<file path="src/rtl/memory_fill_arbiter_if.sv">
// rtl/memory_fill_arbiter_if.sv - Cache miss, store, main-memory and fill-port signal bundle
interface memory_fill_arbiter_if;
  logic        icache_miss;
  logic [15:0] icache_miss_addr;
  logic        dcache_miss;
  logic [15:0] dcache_miss_addr;
  logic        dcache_write;
  logic [15:0] dcache_write_addr;
  logic [15:0] dcache_write_data;
  logic        mem_enable;
  logic        mem_wr;
  logic [15:0] mem_addr;
  logic [15:0] mem_data_out;
  logic        mem_data_valid;
  logic [15:0] mem_data_in;
  logic [15:0] fill_data;
  logic [2:0]  fill_word;
  logic        fill_we_i;
  logic        fill_we_d;
  logic        tag_we_i;
  logic        tag_we_d;
  logic        pipe_stall;

  modport master (
    output icache_miss, icache_miss_addr, dcache_miss, dcache_miss_addr,
    output dcache_write, dcache_write_addr, dcache_write_data,
    output mem_data_valid, mem_data_in,
    input  mem_enable, mem_wr, mem_addr, mem_data_out,
    input  fill_data, fill_word, fill_we_i, fill_we_d, tag_we_i, tag_we_d, pipe_stall
  );

  modport slave (
    input  icache_miss, icache_miss_addr, dcache_miss, dcache_miss_addr,
    input  dcache_write, dcache_write_addr, dcache_write_data,
    input  mem_data_valid, mem_data_in,
    output mem_enable, mem_wr, mem_addr, mem_data_out,
    output fill_data, fill_word, fill_we_i, fill_we_d, tag_we_i, tag_we_d, pipe_stall
  );
endinterface

</file>
<file path="src/rtl/memory_fill_arbiter.sv">
// rtl/memory_fill_arbiter.sv - Shared main-memory arbiter: 8-word I/D cache line fills and write-through stores
module memory_fill_arbiter (
  input logic                  clk,
  input logic                  rst,
  memory_fill_arbiter_if.slave bus
);
  typedef enum logic [1:0] {IDLE = 2'd0, FILL_D = 2'd1, FILL_I = 2'd2} state_t;

  state_t      state, state_next;
  logic [15:0] base, base_next;
  logic [3:0]  issue_cnt, issue_next;
  logic [2:0]  recv_cnt, recv_next;

  always_ff @(posedge clk) begin
    if (rst) begin
      state     <= IDLE;
      base      <= '0;
      issue_cnt <= '0;
      recv_cnt  <= '0;
    end else begin
      state     <= state_next;
      base      <= base_next;
      issue_cnt <= issue_next;
      recv_cnt  <= recv_next;
    end
  end

  always_comb begin
    state_next       = state;
    base_next        = base;
    issue_next       = issue_cnt;
    recv_next        = recv_cnt;
    bus.mem_enable   = 1'b0;
    bus.mem_wr       = 1'b0;
    bus.mem_addr     = '0;
    bus.mem_data_out = '0;
    bus.fill_data    = '0;
    bus.fill_word    = '0;
    bus.fill_we_i    = 1'b0;
    bus.fill_we_d    = 1'b0;
    bus.tag_we_i     = 1'b0;
    bus.tag_we_d     = 1'b0;
    case (state)
      IDLE: begin
        if (bus.dcache_miss) begin
          state_next = FILL_D;
          base_next  = bus.dcache_miss_addr & 16'hFFF0;
          issue_next = '0;
          recv_next  = '0;
        end else if (bus.icache_miss) begin
          state_next = FILL_I;
          base_next  = bus.icache_miss_addr & 16'hFFF0;
          issue_next = '0;
          recv_next  = '0;
        end else if (bus.dcache_write) begin
          bus.mem_enable   = 1'b1;
          bus.mem_wr       = 1'b1;
          bus.mem_addr     = bus.dcache_write_addr;
          bus.mem_data_out = bus.dcache_write_data;
        end
      end
      FILL_D, FILL_I: begin
        if (issue_cnt < 4'd8) begin
          bus.mem_enable = 1'b1;
          bus.mem_addr   = base + {12'd0, issue_cnt[2:0], 1'b0};
          issue_next     = issue_cnt + 4'd1;
        end
        // Completion is purely the count of returns, so any memory latency works.
        if (bus.mem_data_valid) begin
          bus.fill_data = bus.mem_data_in;
          bus.fill_word = recv_cnt;
          bus.fill_we_d = (state == FILL_D);
          bus.fill_we_i = (state == FILL_I);
          recv_next     = recv_cnt + 3'd1;
          if (recv_cnt == 3'd7) begin
            bus.tag_we_d = (state == FILL_D);
            bus.tag_we_i = (state == FILL_I);
            state_next   = IDLE;
          end
        end
      end
      default: state_next = IDLE;
    endcase
    if (rst) begin
      bus.mem_enable   = 1'b0;
      bus.mem_wr       = 1'b0;
      bus.mem_addr     = '0;
      bus.mem_data_out = '0;
      bus.fill_data    = '0;
      bus.fill_word    = '0;
      bus.fill_we_i    = 1'b0;
      bus.fill_we_d    = 1'b0;
      bus.tag_we_i     = 1'b0;
      bus.tag_we_d     = 1'b0;
    end
  end

  assign bus.pipe_stall = bus.icache_miss | bus.dcache_miss | (state != IDLE);
endmodule
</file>
<file path="src/flat_wrapper.sv">
// flat-port wrapper written by rule: the top's interface ports become plain ports
module memory_fill_arbiter_flat 
  (clk, rst, bus_icache_miss, bus_icache_miss_addr, bus_dcache_miss, bus_dcache_miss_addr, bus_dcache_write, bus_dcache_write_addr, bus_dcache_write_data, bus_mem_data_valid, bus_mem_data_in, bus_mem_enable, bus_mem_wr, bus_mem_addr, bus_mem_data_out, bus_fill_data, bus_fill_word, bus_fill_we_i, bus_fill_we_d, bus_tag_we_i, bus_tag_we_d, bus_pipe_stall);
  memory_fill_arbiter_if bus_i ();
  input logic clk;
  input logic rst;
  input wire logic [$bits(bus_i.icache_miss)-1:0] bus_icache_miss;
  input wire logic [$bits(bus_i.icache_miss_addr)-1:0] bus_icache_miss_addr;
  input wire logic [$bits(bus_i.dcache_miss)-1:0] bus_dcache_miss;
  input wire logic [$bits(bus_i.dcache_miss_addr)-1:0] bus_dcache_miss_addr;
  input wire logic [$bits(bus_i.dcache_write)-1:0] bus_dcache_write;
  input wire logic [$bits(bus_i.dcache_write_addr)-1:0] bus_dcache_write_addr;
  input wire logic [$bits(bus_i.dcache_write_data)-1:0] bus_dcache_write_data;
  input wire logic [$bits(bus_i.mem_data_valid)-1:0] bus_mem_data_valid;
  input wire logic [$bits(bus_i.mem_data_in)-1:0] bus_mem_data_in;
  output wire logic [$bits(bus_i.mem_enable)-1:0] bus_mem_enable;
  output wire logic [$bits(bus_i.mem_wr)-1:0] bus_mem_wr;
  output wire logic [$bits(bus_i.mem_addr)-1:0] bus_mem_addr;
  output wire logic [$bits(bus_i.mem_data_out)-1:0] bus_mem_data_out;
  output wire logic [$bits(bus_i.fill_data)-1:0] bus_fill_data;
  output wire logic [$bits(bus_i.fill_word)-1:0] bus_fill_word;
  output wire logic [$bits(bus_i.fill_we_i)-1:0] bus_fill_we_i;
  output wire logic [$bits(bus_i.fill_we_d)-1:0] bus_fill_we_d;
  output wire logic [$bits(bus_i.tag_we_i)-1:0] bus_tag_we_i;
  output wire logic [$bits(bus_i.tag_we_d)-1:0] bus_tag_we_d;
  output wire logic [$bits(bus_i.pipe_stall)-1:0] bus_pipe_stall;
  assign bus_i.icache_miss = bus_icache_miss;
  assign bus_i.icache_miss_addr = bus_icache_miss_addr;
  assign bus_i.dcache_miss = bus_dcache_miss;
  assign bus_i.dcache_miss_addr = bus_dcache_miss_addr;
  assign bus_i.dcache_write = bus_dcache_write;
  assign bus_i.dcache_write_addr = bus_dcache_write_addr;
  assign bus_i.dcache_write_data = bus_dcache_write_data;
  assign bus_i.mem_data_valid = bus_mem_data_valid;
  assign bus_i.mem_data_in = bus_mem_data_in;
  assign bus_mem_enable = bus_i.mem_enable;
  assign bus_mem_wr = bus_i.mem_wr;
  assign bus_mem_addr = bus_i.mem_addr;
  assign bus_mem_data_out = bus_i.mem_data_out;
  assign bus_fill_data = bus_i.fill_data;
  assign bus_fill_word = bus_i.fill_word;
  assign bus_fill_we_i = bus_i.fill_we_i;
  assign bus_fill_we_d = bus_i.fill_we_d;
  assign bus_tag_we_i = bus_i.tag_we_i;
  assign bus_tag_we_d = bus_i.tag_we_d;
  assign bus_pipe_stall = bus_i.pipe_stall;
  memory_fill_arbiter u_core (.clk(clk), .rst(rst), .bus(bus_i));
endmodule
</file>
<file path="config.mk">
export PLATFORM = sky130hd
export DESIGN_NAME = memory_fill_arbiter_flat
export DESIGN_NICKNAME = d
export VERILOG_FILES = /design/src/rtl/memory_fill_arbiter_if.sv /design/src/rtl/memory_fill_arbiter.sv /design/src/flat_wrapper.sv
export SDC_FILE = /design/constraint.sdc
export NUM_CORES = 1
export LEC_CHECK = 0
export CORE_MARGIN = 4
export CORE_UTILIZATION = 31
export DETAILED_ROUTE_END_ITERATION = 10
export PLACE_DENSITY = 0.81
export SLEW_MARGIN = 25
export SYNTH_ARGS = -nofsm -noshare
export SYNTH_HDL_FRONTEND = slang
export SYNTH_SLANG_ARGS = --single-unit
</file>
<file path="constraint.sdc">
create_clock -name clk -period 2.8 [get_ports clk]
set_clock_uncertainty 0.05 [all_clocks]
set_input_delay 0.56 -clock clk [delete_from_list [all_inputs] [get_ports clk]]
set_output_delay 0.56 -clock clk [all_outputs]
set_load 0.005 [all_outputs]
</file>
==> results.sh <==
export IMPL_grt_pass1_wl_mm=9.597
export IMPL_end_kind="primary output"
export IMPL_diodes=0
export IMPL_die_w_um=79.74
export IMPL_ys_types=36
export IMPL_nets=448
export IMPL_drt_iter0_drc=88
export IMPL_synth_top_area_share_pct=26.35
export IMPL_cts_buffers=3
export IMPL_async_reset_ff_share_pct=0
export IMPL_globalplace_congestion=0.9131
export IMPL_wl_per_cell_um=15.18
export IMPL_syn_area_mm2=0.001595
export IMPL_period_minus_slack_ns=2.776
export IMPL_fin_area_mm2=0.003223
export IMPL_p_per_area_mw_per_mm2=374.2
export IMPL_die_h_um=79.74
export IMPL_fin_tns_setup_ns=0
export IMPL_status="completed"
export IMPL_totalPowerFinal_mw=1.206
export IMPL_syn2layout_area_growth_pct=102.0
export IMPL_grt_max_degree=26
export IMPL_yosysMostFrequentCell="and2_1"
export IMPL_synth_largest_area_cell="dfxtp_1"
export IMPL_dp_hpwl_mm=4.881
export IMPL_path_max_fanout=5
export IMPL_yosysWarnings=0
export IMPL_hp_class="register to register"
export IMPL_grt_use_total_pct=18.95
export IMPL_drc=0
export IMPL_hold_viol_final=0
export IMPL_synth_ff_type="dfxtp_1"
export IMPL_drive_gt1_share_pct=11.30
export IMPL_fp_coreArea_mm2=0.004848
export IMPL_tightest_slew_ns=0.3251
export IMPL_root_buffer="clkbuf_8"
export IMPL_avgSynthCellArea_um2=7.820
export IMPL_crit_arrival_ns=2.17
export IMPL_peakVddDrop_mv=0.2243
export IMPL_required_ns=2.19
export IMPL_wl_mm=6.390
export IMPL_ys_ff_latch=21
export IMPL_vias=2042
export IMPL_vias_per_cell=4.850
export IMPL_setup_viol=0
export IMPL_grt_overflow=0
export IMPL_drt_first_pass_iters=4
export IMPL_fin_crit_sh_pct=99.16
export IMPL_antenna_found_initial=0
export IMPL_cts_tree="yes"
export IMPL_worst_hold_slack_ns=0.4528
export IMPL_maxCapViolations=0
export IMPL_syn_inst=204
export IMPL_cts_sinks=21
export IMPL_h_tree_depth=1
export IMPL_place_area_mm2=0.003053
export IMPL_synth_common_cells="and2_1, nor2_1, dfxtp_1"
export IMPL_slew_viol_final=0
export IMPL_initial_core_util_pct=32.90
export IMPL_io_buffers=135
export IMPL_num_rows=25
export IMPL_ioPinCount=144
export IMPL_r2r_setup_slack_ns=1.06
export IMPL_seq_area_frac_synth_pct=26.35
export IMPL_critPathKind="input pin to primary output"
export IMPL_syn_num_nets=297
export IMPL_cp_start_kind="input pin"
export IMPL_p_leak_nw=1.545
export IMPL_synth_edf_count=0
export IMPL_fmax_mhz=360.2
export IMPL_die_area_mm2=0.006358
export IMPL_clockBufferDepth=2
export IMPL_clk_pin_slew_ns=0.08
export IMPL_grt_pass1_vias=2014
export IMPL_drtAntennaViolNets=0
export IMPL_slew_headroom_pct=78.16
export IMPL_worst_skew_pair_late_latency_ns=0.26
export IMPL_fin_util_pct=66.48
export IMPL_fillCellCount=389
export IMPL_synthTopCellsByArea="dfxtp_1, and2_1, nor2_1"
logic make-up after synthesis:
| logic type | share of synthesized area [%] |
|---|---|
| AO/OA/AOI/OAI | 21.49 |
| adder cells (fa/ha/maj) | 5.490 |
| multiplexers | 7.530 |
| AND/OR/NAND/NOR | 31.84 |
| buffers and inverters | 7.294 |
| flip-flops | 26.35 |
timing repair:
item,4_1_cts,5_1_grt
gates resized for setup,38,12
cloned,2,0
setup endpoints to repair,52,26
setup buffers,8,3
pin swaps,2,0
hold buffers,0,0
sequential cells by signal, indices dropped and copies added (netlist names):
name	count
u_core.state	2
u_core.issue_cnt	4
u_core.recv_cnt	3
u_core.base	12
worst max-delay path, cell delays in order:
cell,delay (ns)
clkdlybuf4s50_1,0.44
and4bb_4,0.37
and2b_2,0.20
buf_4,0.11
clkdlybuf4s50_1,0.49
metal layers:
layer / track usage (%) / wire [µm] / up-vias / share of wire, %
li1: - / - / 1020 / -
met1: 21.97 / 2507 / 923 / 39
met2: 34.39 / 3180 / 88 / 50
met3: 4.289 / 583 / 11 / 9.1
met4: 5.743 / 119 / 0 / 1.9
met5: 0 / 0 / - / 0
placed cells by master, fill, tap and decap left out, types with 4 or more instances in the layout:
master,n
dlygate4sd2_1,27
a211oi_1,13
clkdlybuf4s50_1,100
buf_4,21
a21oi_1,7
and2_1,35
inv_1,8
dlymetal6s2s_1,8
mux2i_1,12
ha_1,6
and3_1,4
buf_6,4
a22oi_1,15
dfxtp_1,19
nor2_1,32
area by class of cell:
class / instances / area, µm² / area share [%]
sequential: 21 / 422.9 / 13.12
inverter: 9 / 33.78 / 1.048
clock buffer: 4 / 45.04 / 1.398
tap: 67 / 83.83 / 2.601
multi-input combinational: 160 / 1097 / 34.04
timing repair buffer: 160 / 1540 / 47.79
final timing paths:
check                                    from                               end  depth (start not counted)
max                           bus_dcache_miss                        bus_mem_wr                          5
min          u_core.issue_cnt[2]$_SDFFE_PP0P_  u_core.issue_cnt[2]$_SDFFE_PP0P_                          2
max reg2reg      u_core.state[1]$_SDFFE_PP0P_   u_core.recv_cnt[0]$_SDFFE_PP0P_                          6
min reg2reg  u_core.issue_cnt[2]$_SDFFE_PP0P_  u_core.issue_cnt[2]$_SDFFE_PP0P_                          2
power breakdown:
group	internal, mW	switching, mW
registers	0.350	0.0391
clock network	0.101	0.0974
logic	0.340	0.279
stage by stage:
stage	worst slack, ns	instances
4_1_cts	0.002027	418
3_5_place_dp	-0.08908	404
3_3_place_gp	-0.07023	404
6_report	0.02353	421
5_1_grt	-0.005371	421
2_1_floorplan	0.6308	204
Power figures use the tool's default switching activity.
==> edit 1, RTL diff (same settings) <==
The 3 states of `state_t` get a one-hot encoding in 3 bits.
--- a/src/rtl/memory_fill_arbiter.sv
+++ b/src/rtl/memory_fill_arbiter.sv
@@ -4,7 +4,7 @@
   input logic                  rst,
   memory_fill_arbiter_if.slave bus
 );
-  typedef enum logic [1:0] {IDLE = 2'd0, FILL_D = 2'd1, FILL_I = 2'd2} state_t;
+  typedef enum logic [2:0] {IDLE = 3'b001, FILL_D = 3'b010, FILL_I = 3'b100} state_t;
 
   state_t      state, state_next;
   logic [15:0] base, base_next;
Behaviour: same outputs for any inputs over 4 cycles, from zero or initial values and one cycle with rst high; so few cycles prove little.
==> edit 1 against the original RTL <==
  * Sequential cell count increased by 1
  * Area after synthesis is 11% higher
  * Sequential power decreased by 5%
  * Critical endpoint is now bus_mem_addr[0]
  * Power shrank 11%
  * Final area rose by 11%
  * Worst hold slack gained 0.0075 ns
  * Die area rose by 9.5%
  * Fmax hardly changed
  * Worst setup slack better by 0.0017 ns
  * Via count is 16% higher
  * Combinational power shrank 22%
  * Routed wire length rose by 17%
==> edit 1: results <==
routing:
  dr_wl_met3_um: 699
  via_per_inst: 5.26
  drt-wirelength-per-cell_um: 16.6
outcome:
  status: "finished, final reports clean"
worst_setup_path:
  worst_setup_path_start_kind: "flop"
  reg2reg_slack_ns: 0.52
  cp_top_family: "simple AND/OR/NAND/NOR gates"
  cp_max_fo: 8
  cp_slowest_stage_delay_ns: 0.42
  regToRegEndpoint: "u_core.base[5]"
pwr:
  peakVddDrop_mv: 0.163
  intPower_mw: 0.731
  seq-power_mw: 0.370
  seq_power_share_pct: 34.3
  leakagePower_nw: 1.52
grt:
  gr-usage-all-layers_pct: 19.0
  first_global_vias: 2287
  use_met3_pct: 4.66
finish:
  multi_input_area_sq_mm: 0.00126
  signal_buffers: 174
  multi_input_cells: 175
  seq_share_pct: 12.7
  final_cells: 451
yosys:
  synth_top_cells_by_count: "and2_1, a211oi_1, dfxtp_1"
  ys_seq_area_share_pct: 25.0
  synth_nets: 317
  synthCells: 228
clock_tree:
  clock_sinks: 22
timing:
  hold_ws_ns: 0.460
place:
  place_congestion: 0.784
  dpl.cell_count: 431
min_path:
  min_from: "u_core.issue_cnt[3]"
floorplanning:
  die_w_um: 83.4
[edit 1: changes by cell type after synthesis, sizes merged, moves of 4 or more]
cell and change:
nand3 +17, nor2 -29, o221ai +5, a211oi +14, ha -4, a21oi +11, nand4 +15, a22oi -15
inv -5, clkbuf +14
[edit 1: stage by stage]
step,setup slack [ns],utilization (%)
finish,0.0253,64.8
global route,-0.0178,64.8
CTS,0.00385,61.7
detailed placement,-0.214,59.6
global placement,-0.206,59.6
floorplan,0.516,-
[edit 1: cell families (layout without fill, tap and decap cells)]
family                   count (synthesis)  in the layout  synth area share, %
AND/OR/NAND/NOR                        101            101                 35.3
multiplexers                            12             12                 6.81
flip-flops                              22             22                 25.0
XOR/XNOR                                 2              2                0.993
adder cells (fa/ha/maj)                  3              3                 2.13
buffers and inverters                   31            182                 7.87
AO/OA/AOI/OAI                           57             57                 21.9
[edit 1: timing repair]
item / CTS / global route
gates resized for setup: 37 / 26
gates cloned: 3 / 3
pin swaps: 2 / 3
setup buffers: 5 / 5
setup endpoints to repair: 36 / 28
==> edit 2, RTL diff (same settings) <==
Without the edit above. Reset style: asynchronous (`rst`), changed in one clocked block.
--- a/src/rtl/memory_fill_arbiter.sv
+++ b/src/rtl/memory_fill_arbiter.sv
@@ -11,7 +11,7 @@
   logic [3:0]  issue_cnt, issue_next;
   logic [2:0]  recv_cnt, recv_next;
 
-  always_ff @(posedge clk) begin
+  always_ff @(posedge clk or posedge rst) begin
     if (rst) begin
       state     <= IDLE;
       base      <= '0;
Behaviour: differs if rst is asserted again (counterexample within 4 cycles, from zero or initial values and one cycle with rst high); with rst held inactive, the same outputs for 10 cycles.
==> edit 2 against the original RTL <==
  * Synthesized cell count down 2.5%
  * Routed wire length down 5.2%
  * Worst setup slack better by 0.011 ns
  * Critical endpoint is now bus_mem_data_out[3]
  * Final area up 4.0%
  * Sequential cell count unchanged
  * Area after synthesis up 3.5%
Power is not compared: it rests on default switching activity, and its combinational part moved more than twofold at a synthesized area within 25%.
==> edit 2: results <==
pwr:
  peakVddDrop_mv: 0.409
  leakagePower_nw: 1.76
  intPower_mw: 1.22
grt:
  gr-usage-met2_pct: 31.5
  grt_first_pass_wirelength_mm: 8.77
  antenna_found_initial: 0
  use_met3_pct: 6.21
  gr-usage-all-layers_pct: 16.6
  grt_max_degree: 28
  grt.met1_usage_pct: 17.3
yosys:
  synth_adder_area_share_pct: 5.30
  synth_top_family_by_area: "simple AND/OR/NAND/NOR gates"
  ys_top_cells_by_area: "dfrtp_1, mux2i_1, and2_1, and3_1, a22oi_1"
  synth-async-reset-ratio_pct: 100
  ys_seq_area_share_pct: 31.8
  synthXorXnorAreaFrac_pct: 0
  synth-compound-area-share_pct: 18.0
  synthCells: 199
  synthMuxAreaShare_pct: 9.39
  ys.flop_type: "dfrtp_1"
  synth_top_cells_by_count: "and2_1, dfrtp_1, and3_1"
  synth_nets: 292
  yosysUniqueCellTypes: 31
place:
  placed_area_sq_mm: 0.00314
  place_hpwl_mm: 4.59
  place_congestion: 0.798
  pre_cts_slack_ns: -0.0314
  dpl.cell_count: 403
  io_buffers: 135
routing:
  drt_iter0_drc: 50
  drt-wirelength-per-cell_um: 14.5
  via_per_inst: 4.79
  vias: 2008
clock_tree:
  clk_latency_ns: 0.26
  cts_root_buf: "clkbuf_8"
  cts_inserted_buffers: 3
  postCtsSetupRepairBufs: 2
  cts-htree-levels: 1
  clockBufferDepth: 2
  cts_resized: 17
  clk_pin_slew_ns: 0.08
min_path:
  hold_depth: 2
  hold_path.class: "flop to flop"
finish:
  final_nets: 443
  drive_above_1_share_pct: 10.6
  top_regs: "u_core.base: 12 flops, u_core.issue_cnt: 4 flops, u_core.recv_cnt: 3 flops"
outcome:
  status: "finished, final reports clean"
worst_setup_path:
  cp_top_family: "buffers and inverters"
  cp_slowest_stage_delay_ns: 0.50
  reg2reg_depth: 7
  cp_max_fo: 7
timing:
  timing_worst_slew_pin_value_ns: 0.908
  fin_tns_setup_ns: 0
-- edit 2: path summary, 6_finish.rpt --
kind,start,end,slack (ns)
worst max-delay path,bus_dcache_miss,bus_mem_data_out[3],0.03
worst min-delay path,u_core.base[5],u_core.base[5],0.44
worst max register to register,u_core.state[0],u_core.issue_cnt[0],0.96
worst min register to register,u_core.base[5],u_core.base[5],0.44
max in group asynchronous,rst,u_core.issue_cnt[3],1.65
min in group asynchronous,rst,u_core.recv_cnt[1],0.68
-- edit 2: layout make-up --
| cell class | instances | area, sq um |
|---|---|---|
| Fill cell | 466 | 1790 |
| Timing Repair Buffer | 161 | 1610 |
| Multi-Input combinational cell | 156 | 1050 |
| Sequential cell | 21 | 526 |
| Tap cell | 70 | 87.6 |
| Clock buffer | 4 | 45.0 |
| Inverter | 7 | 26.3 |
-- edit 2: metal layers --
metal	part of all wire, %	wire length (um)
met3	12	752
met5	0	0
met1	38	2280
met4	0.51	31
met2	49	2990
